$ cat src/rtl/debug_sender_pkg.sv
`default_nettype none
// ============================================================================
//  Module      : debug_sender_pkg
//  Description : Shared debug definitions: sender FSM state encodings, word
//                size in bytes, frame item-count helper and the mode/halt
//                command codes recognised by the debug controller.
//  Revision    : 1.0  initial release
// ============================================================================
package debug_sender_pkg;

    // Sender FSM states
    typedef enum logic [2:0] {
        ST_IDLE = 3'd0,
        ST_LOAD = 3'd1,
        ST_SEND = 3'd2,
        ST_WAIT = 3'd3,
        ST_DONE = 3'd4
    } dbg_state_t;

    // Every frame word is serialised as this many bytes, LSB first
    localparam int WORD_BYTES = 4;

    // Debug-controller command codes (mode switch / halt)
    localparam logic [31:0] C_MODE_CODE = 32'hFFFF_FFFF;
    localparam logic [31:0] C_HALT_CODE = 32'h1000_1000;

    // Frame = pc + cycle_count + register file + data memory
    function automatic int frame_items(input int nregs, input int dm_depth);
        return 2 + nregs + dm_depth;
    endfunction

endpackage
`default_nettype wire

$ cat src/rtl/debug_sender.sv
`default_nettype none
// ============================================================================
//  Module      : debug_sender
//  Description : Dumps processor state over a byte-wide UART interface.
//                On a send_flag rising edge it sends pc_value, cycle_count,
//                every register-file word and every data-memory word, each
//                as 4 bytes LSB first, one byte per tx_start/tx_done
//                handshake, then pulses send_done.
//  Ports       : clk, reset (sync, active-low)
//                send_flag      - dump request level
//                pc_value, cycle_count, reg_data, dm_data - word sources
//                tx_done        - byte-finished pulse from the UART
//                reg_addr, dm_addr - debug read addresses
//                tx_data, tx_start - byte and start strobe to the UART
//                send_done, busy   - frame status
//  Revision    : 1.0  initial release
// ============================================================================
module debug_sender
    import debug_sender_pkg::*;
#(
    parameter int NBITS           = 32,
    parameter int NREGS           = 32,
    parameter int REG_ADDR_LENGTH = 5,
    parameter int DM_DEPTH        = 32,
    parameter int DM_ADDR_LENGTH  = 5
) (
    input  logic                       clk,
    input  logic                       reset,
    input  logic                       send_flag,
    input  logic [NBITS-1:0]           pc_value,
    input  logic [NBITS-1:0]           cycle_count,
    input  logic [NBITS-1:0]           reg_data,
    input  logic [NBITS-1:0]           dm_data,
    input  logic                       tx_done,
    output logic [REG_ADDR_LENGTH-1:0] reg_addr,
    output logic [DM_ADDR_LENGTH-1:0]  dm_addr,
    output logic [7:0]                 tx_data,
    output logic                       tx_start,
    output logic                       send_done,
    output logic                       busy
);

    localparam int C_ITEMS     = frame_items(NREGS, DM_DEPTH);
    localparam int C_ITEM_W    = (C_ITEMS > 1) ? $clog2(C_ITEMS) : 1;
    localparam int C_REG_FIRST = 2;
    localparam int C_DM_FIRST  = 2 + NREGS;

    localparam logic [C_ITEM_W-1:0] C_LAST_ITEM = C_ITEM_W'(C_ITEMS - 1);
    localparam logic [1:0]          C_LAST_BYTE = 2'(WORD_BYTES - 1);

    // ------------------------------------------------------------------
    // State
    // ------------------------------------------------------------------
    dbg_state_t            r_state;
    dbg_state_t            w_state_next;
    logic                  r_flag_prev;
    logic [C_ITEM_W-1:0]   r_item;
    logic [C_ITEM_W-1:0]   w_item_next;
    logic [1:0]            r_byte;
    logic [1:0]            w_byte_next;
    logic [31:0]           r_shift;
    logic [31:0]           w_shift_next;

    logic                  w_start;
    logic [31:0]           w_item32;
    logic                  w_in_reg;
    logic                  w_in_dm;
    logic [31:0]           w_word;

    // Only a 0->1 transition of send_flag seen while idle begins a frame
    assign w_start  = send_flag & ~r_flag_prev & (r_state == ST_IDLE);

    // ------------------------------------------------------------------
    // Address generation straight from the item counter register, so the
    // read addresses are already settled when LOAD samples the data.
    // ------------------------------------------------------------------
    assign w_item32 = 32'(r_item);
    assign w_in_reg = (w_item32 >= 32'(C_REG_FIRST)) && (w_item32 < 32'(C_DM_FIRST));
    assign w_in_dm  = (w_item32 >= 32'(C_DM_FIRST));

    assign reg_addr = w_in_reg ? REG_ADDR_LENGTH'(w_item32 - 32'(C_REG_FIRST))
                               : '0;
    assign dm_addr  = w_in_dm  ? DM_ADDR_LENGTH'(w_item32 - 32'(C_DM_FIRST))
                               : '0;

    // Word source selected by the current item
    always_comb begin
        w_word = 32'(dm_data);
        if (r_item == C_ITEM_W'(0)) begin
            w_word = 32'(pc_value);
        end else if (r_item == C_ITEM_W'(1)) begin
            w_word = 32'(cycle_count);
        end else if (w_in_reg) begin
            w_word = 32'(reg_data);
        end
    end

    // ------------------------------------------------------------------
    // State register and datapath registers
    // ------------------------------------------------------------------
    always_ff @(posedge clk) begin
        if (!reset) begin
            r_state     <= ST_IDLE;
            r_flag_prev <= 1'b0;
            r_item      <= '0;
            r_byte      <= '0;
            r_shift     <= '0;
        end else begin
            r_state     <= w_state_next;
            r_flag_prev <= send_flag;
            r_item      <= w_item_next;
            r_byte      <= w_byte_next;
            r_shift     <= w_shift_next;
        end
    end

    // ------------------------------------------------------------------
    // Next-state and datapath update logic. tx_done is only consulted in
    // WAIT, so pulses arriving in any other state (including the SEND
    // cycle itself) have no effect.
    // ------------------------------------------------------------------
    always_comb begin
        w_state_next = r_state;
        w_item_next  = r_item;
        w_byte_next  = r_byte;
        w_shift_next = r_shift;

        case (r_state)
            ST_IDLE: begin
                if (w_start) begin
                    w_state_next = ST_LOAD;
                    w_item_next  = '0;
                    w_byte_next  = '0;
                end
            end

            ST_LOAD: begin
                w_shift_next = w_word;
                w_state_next = ST_SEND;
            end

            ST_SEND: begin
                w_state_next = ST_WAIT;
            end

            ST_WAIT: begin
                if (tx_done) begin
                    if (r_byte != C_LAST_BYTE) begin
                        w_byte_next  = r_byte + 2'd1;
                        w_shift_next = {8'h00, r_shift[31:8]};
                        w_state_next = ST_SEND;
                    end else if (r_item != C_LAST_ITEM) begin
                        w_byte_next  = '0;
                        w_item_next  = r_item + C_ITEM_W'(1);
                        w_state_next = ST_LOAD;
                    end else begin
                        w_state_next = ST_DONE;
                    end
                end
            end

            ST_DONE: begin
                w_state_next = ST_IDLE;
            end

            default: begin
                w_state_next = ST_IDLE;
            end
        endcase
    end

    // ------------------------------------------------------------------
    // Outputs
    // ------------------------------------------------------------------
    assign tx_start  = (r_state == ST_SEND);
    assign send_done = (r_state == ST_DONE);
    assign busy      = (r_state != ST_IDLE);
    assign tx_data   = r_shift[7:0];

endmodule
`default_nettype wire

$ cat config.mk
export PLATFORM = sky130hd
export DESIGN_NAME = debug_sender
export DESIGN_NICKNAME = d
export VERILOG_FILES = /design/src/rtl/debug_sender_pkg.sv /design/src/rtl/debug_sender.sv
export SDC_FILE = /design/constraint.sdc
export NUM_CORES = 1
export LEC_CHECK = 0
export ABC_AREA = 1
export CAP_MARGIN = 20
export CORE_MARGIN = 1.5
export CORE_UTILIZATION = 45
export DETAILED_ROUTE_END_ITERATION = 8
export HOLD_SLACK_MARGIN = 0.05
export PLACE_DENSITY_LB_ADDON = 0.2
export SYNTH_ARGS = -nofsm -noshare
export SYNTH_HDL_FRONTEND = slang
export SYNTH_SLANG_ARGS = --single-unit
$ cat constraint.sdc
create_clock -name clk -period 5.69 [get_ports clk]
set_input_delay 1.707 -clock clk [delete_from_list [all_inputs] [get_ports clk]]
set_output_delay 1.707 -clock clk [all_outputs]
set_load 0.005 [all_outputs]
Word-level counts from Yosys, hierarchy flattened
Index checks and enable logic that the tools add are counted.
Word-level totals
  RAM bits: 0
  latch bits: 0
  memory bits (read-only): 0
  register bits: 45
  input bits: 132
  memories kept: 0
Operators by class
  multiplexer cells: 23
  reductions and logical operators: 10
  divide/modulo/power cells: 0
  shift-type cells: 0
  add/sub/neg operators: 4
  eq/ne operators: 13
  $lt $le $gt $ge: 3
  multiply operators: 0
  bitwise logic cells: 3
Operators with widths (number)
  two-way mux 32 bit: 5
  one-hot mux 32 bit (2 select lines): 1
  two-way mux 7 bit: 4
  one-hot mux 7 bit (2 select lines): 1
  two-way mux 3 bit: 4
  != test 2 bit, second input constant: 6
  one-hot mux 3 bit (4 select lines): 1
  two-way mux 5 bit: 2
  subtractor 5 x 2 -> 5 bit, second input constant: 2
  two-way mux 2 bit: 4
  adder 7 x 1 -> 7 bit, second input constant: 1
  == test 7 x 1 -> 1 bit, second input constant: 1
  >= comparator 7 x 2 -> 1 bit, second input constant: 1
  >= comparator 7 x 6 -> 1 bit, second input constant: 1
  logical NOT 7 bit: 1
  < comparator 7 x 6 -> 1 bit, second input constant: 1
  != test 7 bit, second input constant: 1
  == test 3 x 2 -> 1 bit, second input constant: 2
  AND reduction 5 bit: 1
  one-hot mux 2 bit (2 select lines): 1
  AND reduction 4 bit: 1
  nonzero test 2 bit: 2
  == test 3 x 1 -> 1 bit, second input constant: 1
  == test 3 bit, second input constant: 1
  other kinds (9): 10

Logic depth before layout (Yosys ltp)
  depth after elaboration: 6
  mapped depth: 12
  gate-level depth less buffers: 12

Worst setup path after synthesis
No wires, ideal clock.
  path type: register to output
  start point: reg r_item[1]
  end point: out dm_addr[1]
  cell stages (with the launch flop): 9
  required time: 3.983 ns
  arrival: 1.372 ns
  setup slack: 2.611 ns
  cells stage by stage: dfxtp_1 > inv_1 > ha_1 > nand3_1 > nand2_2 > buf_2 > nand2_1 > inv_1 > nor2_1
Between the ends
  longest elaborated chain between the ends: 2
  elaborated cells between the ends (all ways): 3
  those cells by class: add/sub (1); order compare (1); mux (1)
Ends and longest elaborated chain
  from (decl): RTL line debug_sender.sv:57  | logic [C_ITEM_W-1:0] r_item;
  from (signal assigned): RTL line debug_sender.sv:111  | r_item <= w_item_next;
  >= comparator 7 x 6 -> 1 bit or subtractor 5 x 2 -> 5 bit (tied branches): RTL line debug_sender.sv:79, debug_sender.sv:83
  two-way mux 5 bit (*): RTL line debug_sender.sv:83  | assign dm_addr = w_in_dm ? DM_ADDR_LENGTH'(w_item32 - 32'(C_DM_FIRST))
  to (decl): RTL line debug_sender.sv:36  | output logic [DM_ADDR_LENGTH-1:0] dm_addr,
Every way passes the cells marked *; elsewhere a longest branch is shown, timed or not.

Worst setup path after layout
  start point: reg r_item[1]
  end point: out reg_addr[1]
Between the ends
  longest elaborated chain between the ends: 3
  elaborated cells between the ends (all ways): 5
  those cells by class: add/sub (1); order compare (2); mux (1); reduce/logical (1)
Ends and longest elaborated chain
  >= comparator 7 x 2 -> 1 bit or < comparator 7 x 6 -> 1 bit (tied branches): RTL line debug_sender.sv:78  | assign w_in_reg = (w_item32 >= 32'(C_REG_FIRST)) && (w_item32 < 32'(C_DM_FIRST));
  logical AND 1 bit: RTL line debug_sender.sv:78
  two-way mux 5 bit (*): RTL line debug_sender.sv:81  | assign reg_addr = w_in_reg ? REG_ADDR_LENGTH'(w_item32 - 32'(C_REG_FIRST))
  to (decl): RTL line debug_sender.sv:35  | output logic [REG_ADDR_LENGTH-1:0] reg_addr,
Marked as above.

==> flow_summary_export.csv <==
group,metric,value,unit
cells_and_area,multi_input_area,2240,um2
setup_path,crit_path_max_incr_delay,0.58,ns
setup_path,cp_num_buf_inv,3,
grt,antenna_found_initial,0,
grt,grt_pass1_wl,18.4,mm
die,core,7770,um2
synthesis,yosysTopAreaCell,"dfxtp_1",
die,die_area,8610,um2
clock_tree,cts_hold_buf,0,
placed_design,numPlacedInstances,809,
synthesis,synth_area,3630,um2
setup_path,r2r_cells,11,
routing,dr.pass1.iters,5,
grt,grt_usage,26.8,%
setup_path,required,3.98,ns
power_and_ir_drop,switchingPower,347,uW
routing,viasPerCell,5.21,
sta,fin_crit_sh,82.8,%
setup_path,critical_path.endpoint_type,"primary output",
sta,relSlewSlack,42.5,%
routing,drc,0,
clock_tree,cts_made_buffers,5,
sta,max_freq,0.212,GHz
synthesis,ys_warn_count,0,
cells_and_area,drive_gt1_share,5.03,%
grt,grt_pass1_vias,3745,
power_and_ir_drop,vdd_ir_drop_max,103,uV
clock_tree,post_cts_buffers,0,
setup_path,start_kind,"flop",
setup_path,reg2reg_from,"r_item[1]",
sta,fin_tns_setup,0,ns
setup_path,reg2reg_to,"r_shift[24]",
setup_path,crit_slowest_cell,"nand3_2",
setup_path,arrival,3.01,ns
synthesis,avgSynthCellArea,6.06,um2
routing,wire_per_inst,14.7,um
die,io_pins,153,
clock_tree,clockBufferDepth,2,
routing,detail-route-antenna-nets,0,
placed_design,numPortBuffers,152,
setup_path,worst-setup-path-type,"flop to primary output",
job,maxCapViolations,0,
sta,finalSetupViolations,0,
sta,finalHoldViolations,0,
power_and_ir_drop,p_comb_share,40.5,%
routing,wl,12.0,mm
clock_tree,clock-root-buffer,"clkbuf_8",
sta,fin_skew,0.0113,ns
power_and_ir_drop,swShare,35.6,%
sta,grt_setup_unrepaired,"false",
power_and_ir_drop,p_clk_share,21.6,%
sta,period_minus_slack,4.71,ns
cells_and_area,fin_cells,817,
cells_and_area,final_cell_mix,"152 x clkdlybuf4s50_1, 123 x nand2_1, 90 x a21oi_1",
status,run_status,"completed",
setup_path,cp_max_fo,37,
sta,worst_slew_pin_slew,0.861,ns
clock_tree,cts_tree,"yes",
placed_design,routabilityCongestion,0.936,
clock_tree,cts_sinks,45,
routing,drt-initial-drc-count,259,
setup_path,path_delay_family,"simple AND/OR/NAND/NOR gates",
cells_and_area,area_delta_synth_final,40.6,%
power_and_ir_drop,power.leakage,0.00229,uW
clock_tree,htreeDepth,2,
hold_path,hold_path.class,"flop to flop",
cells_and_area,ff_latch_area,901,um2
hold_path,hp-start,"r_shift[30]",
synthesis,netlist_instances,599,
routing,num_vias,4257,
power_and_ir_drop,power_density,191,nW/um2
cells_and_area,nFillCells,727,
synthesis,seq_area_frac_synth,24.8,%
synthesis,synthTopCellsByArea,"dfxtp_1 25%, nand2_1 13%, a21oi_1 12%, nor2_1 9.1%, nand3_1 7.5%",
clock_tree,clkLatencyLatePin,0.31,ns
hold_path,hold_end,"r_shift[30]",
grt,grt_start_max_net_pins,54,
cells_and_area,layout_commonest_cell,"clkdlybuf4s50_1",
sta,slew_violations,0,
synthesis,ys_types,28,
clock_tree,path_clk_slew,0.09,ns
power_and_ir_drop,pwr-share-seq,37.9,%
clock_tree,ctsResizeCount,0,
hold_path,min_delay_path_depth,2,
synthesis,yosys.area.top_type_share,24.8,%
die,rows,32,
die,start_util,46.7,%
placed_design,hpwl,9.24,mm
cells_and_area,final_nets,854,
die,fp.dieW,92.8,um
power_and_ir_drop,internal-power,629,uW
grt,grt-ovfl-total,0,
synthesis,synth_seq_cells,45,
cells_and_area,n_antenna_cell,0,
synthesis,synth_fp_nets,739,
die,fp.dieH,92.8,um
setup_path,crit_chain,"inv_1, ha_1, inv_1, nor2_1, nand3_2, nand2_4, nor2_1, clkdlybuf4s50_1",
setup_path,r2r_slack,2.91,ns
## worst min-delay path: cells and delay by family (launching register included)
kind            cells  cell delay [ns]
compound gates      1             0.05
flops               1             0.32
simple gates        1             0.06
## layer usage
layer / part of all wire, % / up-vias / global-route usage, %
met1: 46 / 1890 / 38.2
met3: 6.2 / 16 / 3.37
met4: 1.8 / 0 / 5.93
li1: - / 2162 / -
met2: 46 / 189 / 42.9
met5: 0 / - / 0
## cells in the mapped netlist
cell type / n
nand3_1: 54
nand3b_1: 31
o21ai_1: 5
inv_1: 46
clkbuf_1: 8
dfxtp_1: 45
nand2_4: 2
inv_2: 10
a21oi_1: 90
nor2_2: 3
nor2_4: 3
nor3_1: 6
nand2_1: 123
nand4_1: 4
nor3_2: 1
xor2_1: 6
nor3b_1: 1
nor2_1: 88
o21ai_2: 1
nand2_2: 5
buf_6: 7
buf_4: 8
o21ai_0: 20
buf_2: 21
ha_1: 8
buf_1: 1
nand3_2: 1
nand3_4: 1
## state kept, by name, indices dropped and copies added, names as in the netlist
register	flops
r_item	7
r_shift	32
r_state	3
r_flag_prev	1
r_byte	2
## how the worst max path moves through the flow
stage	startpoint	endpoint	slack, ns	depth (start not counted)
CTS	r_item[1]	reg_addr[1]	1.02	8
floorplan	r_item[1]	dm_addr[1]	2.61	8
global placement	r_item[1]	reg_addr[0]	1.45	8
global route	r_item[1]	reg_addr[1]	0.79	8
finish	r_item[1]	reg_addr[1]	0.98	8
detailed placement	r_item[1]	reg_addr[1]	1.36	8
## layout make-up
class	count	share of cell area, %
tap	102	2.50
clock buffer	5	1.35
inverter	56	4.12
clock inverter	3	0.491
timing repair buffer	153	30.0
sequential	45	17.7
multi-input combinational	453	43.9
## cells by family after synthesis
| group | after synthesis | synth area share (%) |
|---|---|---|
| xor+xnor | 6 | 1.45 |
| compound gates | 116 | 16.1 |
| flops | 45 | 24.8 |
| simple gates | 323 | 41.4 |
| buf+inv | 101 | 13.5 |
| fa+ha+maj | 8 | 2.76 |
## power by group through the flow
| stage | sequential (uW) | clock [uW] | combinational (uW) |
|---|---|---|---|
| after floorplan | 371 | 0 | 243 |
| after global placement | 375 | 0 | 383 |
| after detailed placement | 377 | 0 | 389 |
| after CTS | 370 | 212 | 391 |
| after global routing | 374 | 225 | 435 |
| final | 370 | 211 | 396 |
## stage by stage
step	hold slack (ns)	worst slack [ns]	power, uW	utilization, %	area, um2
after global placement	0.454	1.45	758	64.4	5010
after detailed placement	0.460	1.36	766	64.4	5010
after floorplan	0.442	2.61	614	-	3630
after global routing	0.491	0.791	1030	65.7	5100
final	0.476	0.978	977	65.7	5100
after CTS	0.474	1.02	973	65.7	5100
(Power assumes the default switching activity.)
